===== config.mk =====
export PLATFORM = sky130hd
export DESIGN_NAME = pc_seq_unit_flat
export DESIGN_NICKNAME = d
export VERILOG_FILES = /design/src/rtl/pc_pkg.sv /design/src/rtl/pc_seq_unit_if.sv /design/src/rtl/pc_ras.sv /design/src/rtl/pc_seq_unit.sv /design/src/flat_wrapper.sv
export SDC_FILE = /design/constraint.sdc
export NUM_CORES = 1
export LEC_CHECK = 0
export CAP_MARGIN = 20
export CORE_UTILIZATION = 50
export DETAILED_ROUTE_END_ITERATION = 12
export GPL_ROUTABILITY_DRIVEN = 0
export GPL_TIMING_DRIVEN = 0
export PLACE_DENSITY = 0.7
export RECOVER_POWER = 100
export SYNTH_ARGS = -nofsm -noshare
export SYNTH_HDL_FRONTEND = slang
export SYNTH_HIERARCHICAL = 1
export SYNTH_SLANG_ARGS = --single-unit

===== constraint.sdc =====
create_clock -name i_clk -period 2.6 [get_ports i_clk]
set_input_delay 0.65 -clock i_clk [delete_from_list [all_inputs] [get_ports i_clk]]
set_output_delay 0.65 -clock i_clk [all_outputs]
set_load 0.03 [all_outputs]

===== src/rtl/pc_pkg.sv =====
// Shared definitions for the BIP-I program-counter sequencer.
// Holds the operation and state encodings, plus a width helper for the return-address stack.
package pc_pkg;

   // Operation codes supplied by the instruction decoder; 6 and 7 are reserved.
   typedef enum logic [2:0] {
      OP_NEXT   = 3'd0,
      OP_JUMP   = 3'd1,
      OP_BRANCH = 3'd2,
      OP_CALL   = 3'd3,
      OP_RET    = 3'd4,
      OP_HALT   = 3'd5
   } pc_op_e;

   // Sequencer control states.
   typedef enum logic {
      ST_RUN  = 1'b0,
      ST_HALT = 1'b1
   } pc_state_e;

   localparam int OP_W = 3;

   // Width of a counter that must hold 0..depth inclusive.
   function automatic int ras_depth_w(input int depth);
      return $clog2(depth) + 1;
   endfunction

endpackage


===== src/rtl/pc_seq_unit_if.sv =====
// Decoder-side bus of the program-counter sequencer.
// Optional: PC_TRAP_EN adds the o_trap stack-fault pulse.
interface pc_seq_unit_if
   import pc_pkg::*;
#(
   parameter int PCLEN     = 11,
   parameter int RAS_DEPTH = 4
);
   localparam int DW = ras_depth_w(RAS_DEPTH);

   logic              i_en;
   logic [OP_W-1:0]   i_op;
   logic [PCLEN-1:0]  i_target;
   logic [PCLEN-1:0]  i_offset;
   logic              i_resume;
   logic [PCLEN-1:0]  o_PCval;
   logic              o_halted;
   logic [DW-1:0]     o_ras_depth;
   logic              o_ras_full;
   logic              o_ras_empty;
`ifdef PC_TRAP_EN
   logic              o_trap;
`endif

   // Decoder / program-memory side.
   modport master (
      output i_en, i_op, i_target, i_offset, i_resume,
`ifdef PC_TRAP_EN
      input  o_trap,
`endif
      input  o_PCval, o_halted, o_ras_depth, o_ras_full, o_ras_empty
   );

   // Sequencer side.
   modport slave (
      input  i_en, i_op, i_target, i_offset, i_resume,
`ifdef PC_TRAP_EN
      output o_trap,
`endif
      output o_PCval, o_halted, o_ras_depth, o_ras_full, o_ras_empty
   );

endinterface


===== src/rtl/pc_ras.sv =====
// Return-address stack: a small LIFO with depth count, full and empty flags.
// Entries are not reset; only the depth counter is. Push when full and pop when empty are ignored.
module pc_ras
   import pc_pkg::*;
#(
   parameter int  WIDTH = 11,
   parameter int  DEPTH = 4,
   localparam int AW    = $clog2(DEPTH),
   localparam int DW    = ras_depth_w(DEPTH)
) (
   input  logic             i_clk,
   input  logic             i_rst,
   input  logic             i_push,
   input  logic             i_pop,
   input  logic [WIDTH-1:0] i_data,
   output logic [WIDTH-1:0] o_data,
   output logic [DW-1:0]    o_depth,
   output logic             o_full,
   output logic             o_empty
);

   logic [WIDTH-1:0] mem_q [DEPTH];
   logic [DW-1:0]    depth_q, depth_d;
   logic [AW-1:0]    wr_idx, top_idx;
   logic             do_push, do_pop;

   assign o_full  = (depth_q == DW'(DEPTH));
   assign o_empty = (depth_q == '0);
   assign do_push = i_push && !o_full;
   assign do_pop  = i_pop && !o_empty;

   // The next free slot is indexed by the depth itself; the top sits one below it.
   assign wr_idx  = depth_q[AW-1:0];
   assign top_idx = AW'(depth_q - 1'b1);

   assign o_data  = mem_q[top_idx];
   assign o_depth = depth_q;

   // Next depth: one op per cycle, so push and pop never coincide.
   always_comb begin
      depth_d = depth_q;
      if (do_push) begin
         depth_d = depth_q + 1'b1;
      end else if (do_pop) begin
         depth_d = depth_q - 1'b1;
      end
   end

   // Depth counter, cleared on reset.
   always_ff @(negedge i_clk) begin
      if (i_rst) begin
         depth_q <= '0;
      end else begin
         depth_q <= depth_d;
      end
   end

   // Entry storage; contents are don't-care after reset.
   always_ff @(negedge i_clk) begin
      if (do_push) begin
         mem_q[wr_idx] <= i_data;
      end
   end

endmodule


===== src/rtl/pc_seq_unit.sv =====
// BIP-I program-counter sequencer: next/jump/branch/call/return/halt with an internal RAS.
// All state updates on the falling edge of i_clk.
// Optional: PC_TRAP_EN turns stack faults into a jump to TRAP_VEC with a one-cycle o_trap pulse.
module pc_seq_unit
   import pc_pkg::*;
#(
   parameter int               PCLEN     = 11,
   parameter int               RAS_DEPTH = 4,
   parameter logic [PCLEN-1:0] RESET_VEC = '0,
   parameter logic [PCLEN-1:0] TRAP_VEC  = '1
) (
   input  logic          i_clk,
   input  logic          i_rst,
   pc_seq_unit_if.slave  bus
);

   localparam int DW = ras_depth_w(RAS_DEPTH);

   logic [PCLEN-1:0] pc_q, pc_d;
   pc_state_e        state_q, state_d;
   logic [PCLEN-1:0] ret_addr;
   logic [PCLEN-1:0] ras_top;
   logic [DW-1:0]    ras_depth;
   logic             ras_push, ras_pop, ras_full, ras_empty;
`ifdef PC_TRAP_EN
   logic             trap_q, trap_d;
`else
   logic [PCLEN-1:0] unused_trap_vec;
   assign unused_trap_vec = TRAP_VEC;
`endif

   // Sequential successor, wrapping from all-ones to zero.
   function automatic logic [PCLEN-1:0] pc_inc(input logic [PCLEN-1:0] pc);
      return pc + 1'b1;
   endfunction

   // Relative branch; the offset is two's complement and the sum wraps at PCLEN bits.
   function automatic logic [PCLEN-1:0] pc_branch(input logic [PCLEN-1:0]        pc,
                                                  input logic signed [PCLEN-1:0] off);
      logic signed [PCLEN-1:0] sum;
      sum = $signed(pc) + off;
      return $unsigned(sum);
   endfunction

   assign ret_addr = pc_inc(pc_q);

   pc_ras #(
      .WIDTH (PCLEN),
      .DEPTH (RAS_DEPTH)
   ) u_ras (
      .i_clk   (i_clk),
      .i_rst   (i_rst),
      .i_push  (ras_push),
      .i_pop   (ras_pop),
      .i_data  (ret_addr),
      .o_data  (ras_top),
      .o_depth (ras_depth),
      .o_full  (ras_full),
      .o_empty (ras_empty)
   );

   // Next PC, next state and stack requests from the current op.
   always_comb begin
      pc_d     = pc_q;
      state_d  = state_q;
      ras_push = 1'b0;
      ras_pop  = 1'b0;
`ifdef PC_TRAP_EN
      trap_d   = 1'b0;
`endif
      case (state_q)
         ST_RUN: begin
            if (bus.i_en) begin
               case (bus.i_op)
                  OP_NEXT:   pc_d = pc_inc(pc_q);
                  OP_JUMP:   pc_d = bus.i_target;
                  OP_BRANCH: pc_d = pc_branch(pc_q, bus.i_offset);
                  OP_CALL: begin
                     if (!ras_full) begin
                        ras_push = 1'b1;
                        pc_d     = bus.i_target;
                     end else begin
`ifdef PC_TRAP_EN
                        pc_d     = TRAP_VEC;
                        trap_d   = 1'b1;
`else
                        // Overflow drops the return address but still takes the call.
                        pc_d     = bus.i_target;
`endif
                     end
                  end
                  OP_RET: begin
                     if (!ras_empty) begin
                        ras_pop = 1'b1;
                        pc_d    = ras_top;
                     end else begin
`ifdef PC_TRAP_EN
                        pc_d    = TRAP_VEC;
                        trap_d  = 1'b1;
`else
                        // Underflow degrades to a plain sequential step.
                        pc_d    = pc_inc(pc_q);
`endif
                     end
                  end
                  OP_HALT:   state_d = ST_HALT;
                  default:   pc_d = pc_q;
               endcase
            end
         end
         ST_HALT: begin
            if (bus.i_resume) begin
               state_d = ST_RUN;
            end
         end
      endcase
   end

   // PC and control state registers; reset has priority over everything.
   always_ff @(negedge i_clk) begin
      if (i_rst) begin
         pc_q    <= RESET_VEC;
         state_q <= ST_RUN;
      end else begin
         pc_q    <= pc_d;
         state_q <= state_d;
      end
   end

`ifdef PC_TRAP_EN
   // Stack-fault pulse, high for the single cycle after the faulting op.
   always_ff @(negedge i_clk) begin
      if (i_rst) begin
         trap_q <= 1'b0;
      end else begin
         trap_q <= trap_d;
      end
   end

   assign bus.o_trap = trap_q;
`endif

   assign bus.o_PCval     = pc_q;
   assign bus.o_halted    = (state_q == ST_HALT);
   assign bus.o_ras_depth = ras_depth;
   assign bus.o_ras_full  = ras_full;
   assign bus.o_ras_empty = ras_empty;

endmodule


===== src/flat_wrapper.sv =====
// flat-port wrapper written by rule: the top's interface ports become plain ports
module pc_seq_unit_flat import pc_pkg::*;
#(
   parameter int               PCLEN     = 11,
   parameter int               RAS_DEPTH = 4,
   parameter logic [PCLEN-1:0] RESET_VEC = '0,
   parameter logic [PCLEN-1:0] TRAP_VEC  = '1
)
  (i_clk, i_rst, bus_i_en, bus_i_op, bus_i_target, bus_i_offset, bus_i_resume, bus_o_PCval, bus_o_halted, bus_o_ras_depth, bus_o_ras_full, bus_o_ras_empty);
  pc_seq_unit_if #(.PCLEN(PCLEN), .RAS_DEPTH(RAS_DEPTH)) bus_i ();
  input  logic i_clk;
  input  logic i_rst;
  input wire logic [$bits(bus_i.i_en)-1:0] bus_i_en;
  input wire logic [$bits(bus_i.i_op)-1:0] bus_i_op;
  input wire logic [$bits(bus_i.i_target)-1:0] bus_i_target;
  input wire logic [$bits(bus_i.i_offset)-1:0] bus_i_offset;
  input wire logic [$bits(bus_i.i_resume)-1:0] bus_i_resume;
  output wire logic [$bits(bus_i.o_PCval)-1:0] bus_o_PCval;
  output wire logic [$bits(bus_i.o_halted)-1:0] bus_o_halted;
  output wire logic [$bits(bus_i.o_ras_depth)-1:0] bus_o_ras_depth;
  output wire logic [$bits(bus_i.o_ras_full)-1:0] bus_o_ras_full;
  output wire logic [$bits(bus_i.o_ras_empty)-1:0] bus_o_ras_empty;
  assign bus_i.i_en = bus_i_en;
  assign bus_i.i_op = bus_i_op;
  assign bus_i.i_target = bus_i_target;
  assign bus_i.i_offset = bus_i_offset;
  assign bus_i.i_resume = bus_i_resume;
  assign bus_o_PCval = bus_i.o_PCval;
  assign bus_o_halted = bus_i.o_halted;
  assign bus_o_ras_depth = bus_i.o_ras_depth;
  assign bus_o_ras_full = bus_i.o_ras_full;
  assign bus_o_ras_empty = bus_i.o_ras_empty;
  pc_seq_unit #(.PCLEN(PCLEN), .RAS_DEPTH(RAS_DEPTH), .RESET_VEC(RESET_VEC), .TRAP_VEC(TRAP_VEC)) u_core (.i_clk(i_clk), .i_rst(i_rst), .bus(bus_i));
endmodule

== Yosys cells after proc, flatten, opt, wreduce, memory -nomap -nowiden ==
Memory sizes are Yosys's and may differ from the RTL's.
Index checks and enable logic that the tools add are counted.
Widths: inputs -> output; s select.
Word-level totals
  register bits after elaboration: 15
  memory bits (writable): 44
  input port bits: 29
  word-level logic and storage cells: 43
  memories kept: 1
Memory list
  u_core.u_ras.mem_q: depth 4, width 11, read ports 1, clocked after Yosys merged registers in 0, wr ports 1, line pc_ras.sv:22  | logic [WIDTH-1:0] mem_q [DEPTH];
Cells by class
  add/subtract/negate cells: 4
  equal/unequal tests: 6
  muxes and demuxes: 18
  bitwise operators: 1
  reduce and logical (&&, ||, !) cells: 10
Operator list (number)
  $pmux 11 s4: 1
  $mux 1: 13
  $add 11x1->11 const B: 1
  $add 11x11->11: 1
  $mux 11: 1
  $eq 3x3->1 const B: 3
  $eq 3x2->1 const B: 2
  $logic_not 3->1: 2
  $mux 3: 2
  $reduce_bool 4->1: 1
  $add 3x1->3 const B: 1
  $eq 3x1->1 const B: 1
  $reduce_and 3->1: 1
  $sub 3x1->3 const B: 1
  $logic_and 1x1->1: 2
  $logic_not 1->1: 2
  $pmux 1 s2: 1
  $reduce_bool 2->1: 1
  $reduce_or 2->1: 1
  $not 1->1: 1

== Longest topological paths before layout ==
Gate-level depths: netlist (run 1).
  depth after elaboration: 8
  depth in mapped cells: 11

== By module ==
Netlist (run 1), hierarchy kept.
Modules (own cells, without submodules)
  pc_ras: instances 1, cells an instance 91, area an instance 1881.8 um2, seq. area each 1381.3 um2
  pc_seq_unit: instances 1, cells an instance 193, area an instance 1445.1 um2, seq. area each 240.2 um2

==> run_results.csv, run 1 <==
group,metric,value,unit
timing,slew_headroom,0.636,
cells_and_area,final_nets,517,
floorplanning,ioPinCount,46,
synthesis,synth_edf_count,44,
placed_design,hpwl,5800,µm
detailed_routing,avgViaCountPerCell,6.17,
cells_and_area,fin_area,0.00555,mm²
clocking,clk_latency,0.40,ns
synthesis,syn_nets,331,
setup_path,cp_max_fo,3,
setup_path,crit_type,"in -> reg",
floorplanning,core,0.00639,mm²
setup_path,r2r_setup_slack,0.07,ns
setup_path,end_kind,"flop",
global_routing,grt.overflow.total,0,
min_path,holdCritStartpoint,"u_core/u_ras/o_depth[1]$_SDFFE_NP0P_",
clocking,clockBufferDepth,2,
timing,finClkSkew,0.0272,ns
cells_and_area,nFillCells,312,
detailed_routing,drt_first_pass_iters,5,
synthesis,avgSynthCellArea,11.7,µm²
global_routing,grt_max_degree,12,
floorplanning,die_h,83.6,µm
min_path,hp-class,"reg -> reg",
cells_and_area,area_delta_synth_final,66.9,%
setup_path,crit_required,1.59,ns
placed_design,port_buffers,45,
detailed_routing,avgRoutedWirePerCell,21.6,µm
cells_and_area,layout.cells.most_common,"inv_1",
detailed_routing,postRouteWirelength,11900,µm
timing,post-route-worst-setup-slack,-0.717,ns
setup_path,critPathLaunchType,"primary input",
setup_path,crit-reg2reg-capture,"u_core/bus.o_PCval[10]$_SDFFE_NP0P_",
synthesis,ys_types,56,
synthesis,synthFlopType,"edfxtp_1",
min_path,hold_depth,2,
global_routing,antenna_found_initial,0,
run,cap_violations,0,
cells_and_area,drive_gt1_frac,0.484,
synthesis,yosysSeqAreaShare,0.487,
floorplanning,dieArea,0.00698,mm²
timing,hold_viol_final,0,
global_routing,grt_pass1_wl,17000,µm
synthesis,ys_ff_latch,59,
cells_and_area,final_cell_mix,"inv_1, buf_4, edfxtp_1, buf_6, nor2_1",
timing,rsz0062_at_grt,"true",
synthesis,syn_inst,284,
synthesis,synth_area,0.00333,mm²
timing,final-max-slew-violation-count,0,
min_path,whs_endpoint,"u_core/u_ras/o_depth[1]$_SDFFE_NP0P_",
placed_design,place_area,0.00405,mm²
floorplanning,rows,29,
detailed_routing,dr_total_vias,3406,
setup_path,rr_startpoint,"u_core/bus.o_PCval[0]$_SDFFE_NP0P_",
clocking,cts.sinks,59,
synthesis,ys_async_sr_fraction,0,
cells_and_area,final_core_util,0.869,
timing,setup_tns,-31.90,ns
global_routing,grt_usage,0.319,
power,power.density,558,mW/mm²
synthesis,ys_warn_count,6,
power,ir_drop,0.000582,V
clocking,cts_tree,"yes",
global_routing,grt_pass1_vias,3431,
outcome,status,"complete, but fails checks",
clocking,path_clk_slew,0.03,ns
clocking,cts-root-buf,"clkbuf_8",
cells_and_area,num_antenna_cells,0,
detailed_routing,drtIter0Drc,239,
outcome,failed_checks,"setup timing",
clocking,ctsHtreeMaxLevel,3,
timing,setup_violations,75,
floorplanning,start_util,0.521,
detailed_routing,remaining_drc_errors,0,
detailed_routing,ant_nets,0,
setup_path,arrival,2.31,ns
power,p_leak,2.35,nW
setup_path,cp-startpoint,"bus_i_offset[0]",
setup_path,r2r.worst_path.cells,7,
timing,worst_slew_pin_slew,0.544,ns
floorplanning,die_w,83.6,µm
clocking,cts_buffers,9,
-- per-stage QoR --
step	setup WS, ns	power [mW]	std cells	hold WS [ns]
6_report	-0.717	3.10	552	0.568
4_1_cts	-0.762	3.01	538	0.565
2_1_floorplan	-0.822	1.51	284	0.562
3_5_place_dp	-1.49	1.66	406	0.546
5_1_grt	-0.760	3.29	552	0.620
3_3_place_gp	-1.45	1.66	406	0.533
-- area by class of cell --
cell class                 count  area (µm²)  share of cell area
buffer                         7        62.6              0.0113
clock buffer                   9         124              0.0223
clock inverter                66         320              0.0577
inverter                       8        37.5             0.00676
multi-input combinational    210        2170               0.391
sequential                    59        1670               0.302
tap                           77        96.3              0.0174
timing repair buffer         116        1070               0.192
-- cell families after synthesis --
kind of cell / Yosys count / share of synthesized area
simple gates: 84 / 0.140
compound gates: 78 / 0.162
flops: 59 / 0.487
buf+inv: 20 / 0.0282
fa+ha+maj: 18 / 0.0700
mux: 13 / 0.0809
xor+xnor: 12 / 0.0316
-- critical path, cell delays in order --
cell and delay, ns:
buf_6 0.09, ha_4 0.15, fa_2 0.39, a21o_4 0.26
a22o_4 0.25, o21ai_1 0.21, nand3_2 0.11, a211oi_2 0.19
-- cells in the mapped netlist (7+ instances only) --
cell type / n / area, µm²
a21oi_1: 20 / 100
dfxtp_1: 15 / 300
nor2_1: 17 / 63.8
nand2_1: 9 / 33.8
or3_1: 8 / 50.1
mux4_2: 11 / 248
o21ai_0: 8 / 40.0
inv_1: 10 / 37.5
a211oi_1: 7 / 52.6
nand3_1: 12 / 60.1
edfxtp_1: 44 / 1320
xnor2_1: 7 / 61.3
ha_1: 17 / 213
-- worst max path at each step --
| stage | end | slack [ns] |
|---|---|---|
| 5_1_grt | u_core/bus.o_PCval[8]$_SDFFE_NP0P_ | -0.76 |
| 3_5_place_dp | u_core/bus.o_PCval[8]$_SDFFE_NP0P_ | -1.49 |
| 4_1_cts | bus_o_ras_empty | -0.76 |
| 6_report | u_core/bus.o_PCval[6]$_SDFFE_NP0P_ | -0.72 |
| 2_1_floorplan | u_core/bus.o_PCval[8]$_SDFFE_NP0P_ | -0.82 |
| 3_3_place_gp | u_core/bus.o_PCval[8]$_SDFFE_NP0P_ | -1.45 |
-- flip-flops by register name, summed over array words and instances (netlist names) --
register / cells
u_core/u_ras/mem_q: 44
u_core/bus.o_PCval: 11
u_core/bus.o_halted: 1
u_core/u_ras/o_depth: 3
-- layer usage --
metal	global-route usage	part of all wire	vias to the layer above
li1	-	-	1505
met1	0.363	0.36	1618
met2	0.554	0.52	231
met3	0.0742	0.078	52
met4	0.169	0.048	0
met5	0	0	-
-- where the power goes --
part	total, mW	switching, mW	leakage (nW)	internal (mW)
Clock	1.33	0.663	0.432	0.669
Sequential	1.06	0.0147	0.535	1.04
Combinational	0.711	0.362	1.38	0.349
Total	3.10	1.04	2.35	2.06
-- what timing repair did --
action                     in CTS  in global routing
hold buffers                    0                  0
pin swaps                      57                 28
cloned                          5                  0
resized for setup             273                 29
setup endpoints to repair      76                 75
buffers inserted               56                 15
(Power assumes the default switching activity.)
==> run 2, diff against run 1 <==
==> constraint.sdc (replaced) <==
create_clock -name i_clk -period 2.6 [get_ports i_clk]
set_input_delay 0.65 -clock i_clk [delete_from_list [all_inputs] [get_ports i_clk]]
set_output_delay 0.65 -clock i_clk [all_outputs]
set_load 0.05 [all_outputs]
==> run 2 against run 1 <==
The run still ends with setup timing left. Clock power fell by 11%. Clock-buffer cell count did not move. Global-route usage shrank 1.4 points. Core utilization shrank 0.72 points. Largest power group unchanged. Combinational power grew 0.7%. Clock skew is 0.012 ns higher. Critical endpoint is now bus_o_ras_full. Sequential cell count unchanged. Wire length is 1.8% lower. Register-to-register slack worse by 0.06 ns. Final area fell by 0.83%.
==> run_results.csv, run 2 (synthesis results as in run 1) <==
group,metric,value,unit
power,p_int,1.87,mW
clocking,ctsHtreeMaxLevel,3,
timing,rsz0062_at_grt,"true",
detailed_routing,ant_nets,0,
clocking,clockBufferDepth,2,
min_path,whs_endpoint,"u_core/u_ras/o_depth[1]$_SDFFE_NP0P_",
placed_design,placed_cells,406,
timing,slew_headroom,0.604,
outcome,failed_checks,"setup timing",
timing,setup_violations,76,
global_routing,grt_pass1_vias,3354,
timing,hold_viol_final,0,
cells_and_area,largest_register_ff_count,44,
outcome,status,"complete, but fails checks",
clocking,cts_buffers,9,
global_routing,grt.overflow.total,0,
floorplanning,ioPinCount,46,
setup_path,crit-reg2reg-capture,"u_core/u_ras/o_depth[2]$_SDFFE_NP0P_",
detailed_routing,postRouteWirelength,11700,µm
clocking,clk_latency,0.42,ns
setup_path,cp_max_fo,3,
detailed_routing,avgViaCountPerCell,6.13,
power,p_total,2.97,mW
run,cap_violations,0,
min_path,hold_depth,2,
timing,worst_slew_pin_slew,0.592,ns
placed_design,hpwl,5780,µm
timing,finClkSkew,0.0397,ns
setup_path,rr_startpoint,"u_core/u_ras/o_depth[0]$_SDFFE_NP0P_",
floorplanning,rows,29,
setup_path,end_kind,"primary output",
global_routing,grt_max_degree,14,
floorplanning,die_w,83.6,µm
floorplanning,start_util,0.521,
detailed_routing,avgRoutedWirePerCell,21.6,µm
setup_path,r2r.worst_path.cells,11,
placed_design,dp_slack,-1.48,ns
detailed_routing,drtIter0Drc,242,
cells_and_area,layout.cells.most_common,"inv_1",
floorplanning,dieArea,0.00698,mm²
floorplanning,core,0.00639,mm²
global_routing,grt_usage,0.305,
cells_and_area,largest_register,"u_core/u_ras/mem_q",
timing,post-route-worst-setup-slack,-0.727,ns
cells_and_area,final_cell_mix,"inv_1, edfxtp_1, buf_4, buf_8, buf_6",
min_path,hp-class,"reg -> reg",
power,power.density,539,mW/mm²
power,p_leak,2.31,nW
setup_path,critPathLaunchType,"flop",
cells_and_area,fin_cells,540,
cells_and_area,num_antenna_cells,0,
setup_path,r2r_setup_slack,0.01,ns
power,p_sw_frac,0.368,
power,combPwrFrac,0.241,
detailed_routing,dr_total_vias,3311,
detailed_routing,drt_first_pass_iters,5,
cells_and_area,drive_gt1_frac,0.458,
power,ir_drop,0.000514,V
floorplanning,die_h,83.6,µm
clocking,cts-root-buf,"clkbuf_8",
clocking,cts-hold-fix-buffers,0,
setup_path,arrival,2.68,ns
placed_design,port_buffers,45,
global_routing,grt_pass1_wl,16200,µm
global_routing,antenna_found_initial,0,
power,switching_power,1.09,mW
timing,final-max-slew-violation-count,0,
clocking,path_clk_slew,0.04,ns
min_path,holdCritStartpoint,"u_core/u_ras/o_depth[1]$_SDFFE_NP0P_",
power,power_frac_seq,0.357,
cells_and_area,area_delta_synth_final,65.5,%
detailed_routing,remaining_drc_errors,0,
power,pwr-share-clk,0.402,
setup_path,crit_required,1.95,ns
cells_and_area,final_nets,505,
clocking,cts_tree,"yes",
timing,hold-worst-slack,0.570,ns
clocking,cts.sinks,59,
setup_path,crit_type,"reg -> out",
-- run 2: cell count changes in the layout (fill, tap and decap cells not counted), moves of 2 or more --
| cell | previous run | this run |
|---|---|---|
| buf_4 | 58 | 41 |
| buf_8 | 4 | 20 |
| buf_6 | 34 | 19 |
| a21oi_1 | 9 | 12 |
| a21oi_2 | 8 | 5 |
| buf_12 | 2 | 5 |
| buf_2 | 3 | 5 |
| bufinv_16 | 2 | 0 |
| nand2b_4 | 0 | 2 |
| nor2_2 | 2 | 0 |
| o21ai_1 | 4 | 2 |
-- run 2: worst max-delay path by stage --
| stage | from | end | slack (ns) |
|---|---|---|---|
| detailed placement | bus_i_offset[0] | u_core/bus.o_PCval[8]$_SDFFE_NP0P_ | -1.48 |
| finish | u_core/u_ras/o_depth[0]$_SDFFE_NP0P_ | bus_o_ras_full | -0.73 |
| global placement | bus_i_offset[0] | u_core/bus.o_PCval[8]$_SDFFE_NP0P_ | -1.46 |
| CTS | u_core/u_ras/o_depth[0]$_SDFFE_NP0P_ | bus_o_ras_empty | -0.69 |
| global route | u_core/u_ras/o_depth[0]$_SDFFE_NP0P_ | bus_o_ras_full | -0.74 |
| floorplan | bus_i_offset[0] | u_core/bus.o_PCval[8]$_SDFFE_NP0P_ | -0.82 |
-- run 2: layer usage --
metal / part of all wire / up-vias / GRT usage
met3: 0.055 / 46 / 0.0722
met1: 0.38 / 1612 / 0.339
met5: 0 / - / 0
met2: 0.52 / 175 / 0.535
li1: - / 1478 / -
met4: 0.039 / 0 / 0.171
-- run 2: critical path: stages, from the launching register on --
cell	delay, ns
dfxtp_4	0.35
buf_12	0.13
inv_8	0.05
ha_4	0.14
and2_4	0.17
buf_8	0.14
-- run 2: power by group through the flow --
stage | Sequential [mW] | Combinational [mW] | Clock, mW
3_5_place_dp | 1.10 | 0.451 | 0.141
3_3_place_gp | 1.09 | 0.446 | 0.141
6_report | 1.06 | 0.716 | 1.19
4_1_cts | 1.06 | 0.640 | 1.17
2_1_floorplan | 1.14 | 0.248 | 0.141
5_1_grt | 1.06 | 0.749 | 1.32
-- run 2: layout make-up --
type	instances	area, µm²
Clock inverter	66	282
Timing Repair Buffer	104	1080
Inverter	8	37.5
Buffer	8	82.6
Sequential cell	59	1670
Fill cell	302	881
Tap cell	77	96.3
Multi-Input combinational cell	209	2130
Clock buffer	9	124
-- run 2: what timing repair did --
item	in CTS	in global routing
pin swaps	48	30
resized for setup	271	42
endpoints found under the setup margin	76	76
buffers inserted	53	5
gates cloned	4	2
hold endpoints to repair	0	0
-- run 2: through the flow --
stage	area, µm²	TNS [ns]	utilization
floorplan	3480	-34.27	-
CTS	5270	-26.94	0.826
global route	5510	-30.87	0.862
detailed placement	4030	-88.07	0.631
global placement	4030	-86.80	0.631
finish	5510	-28.72	0.862
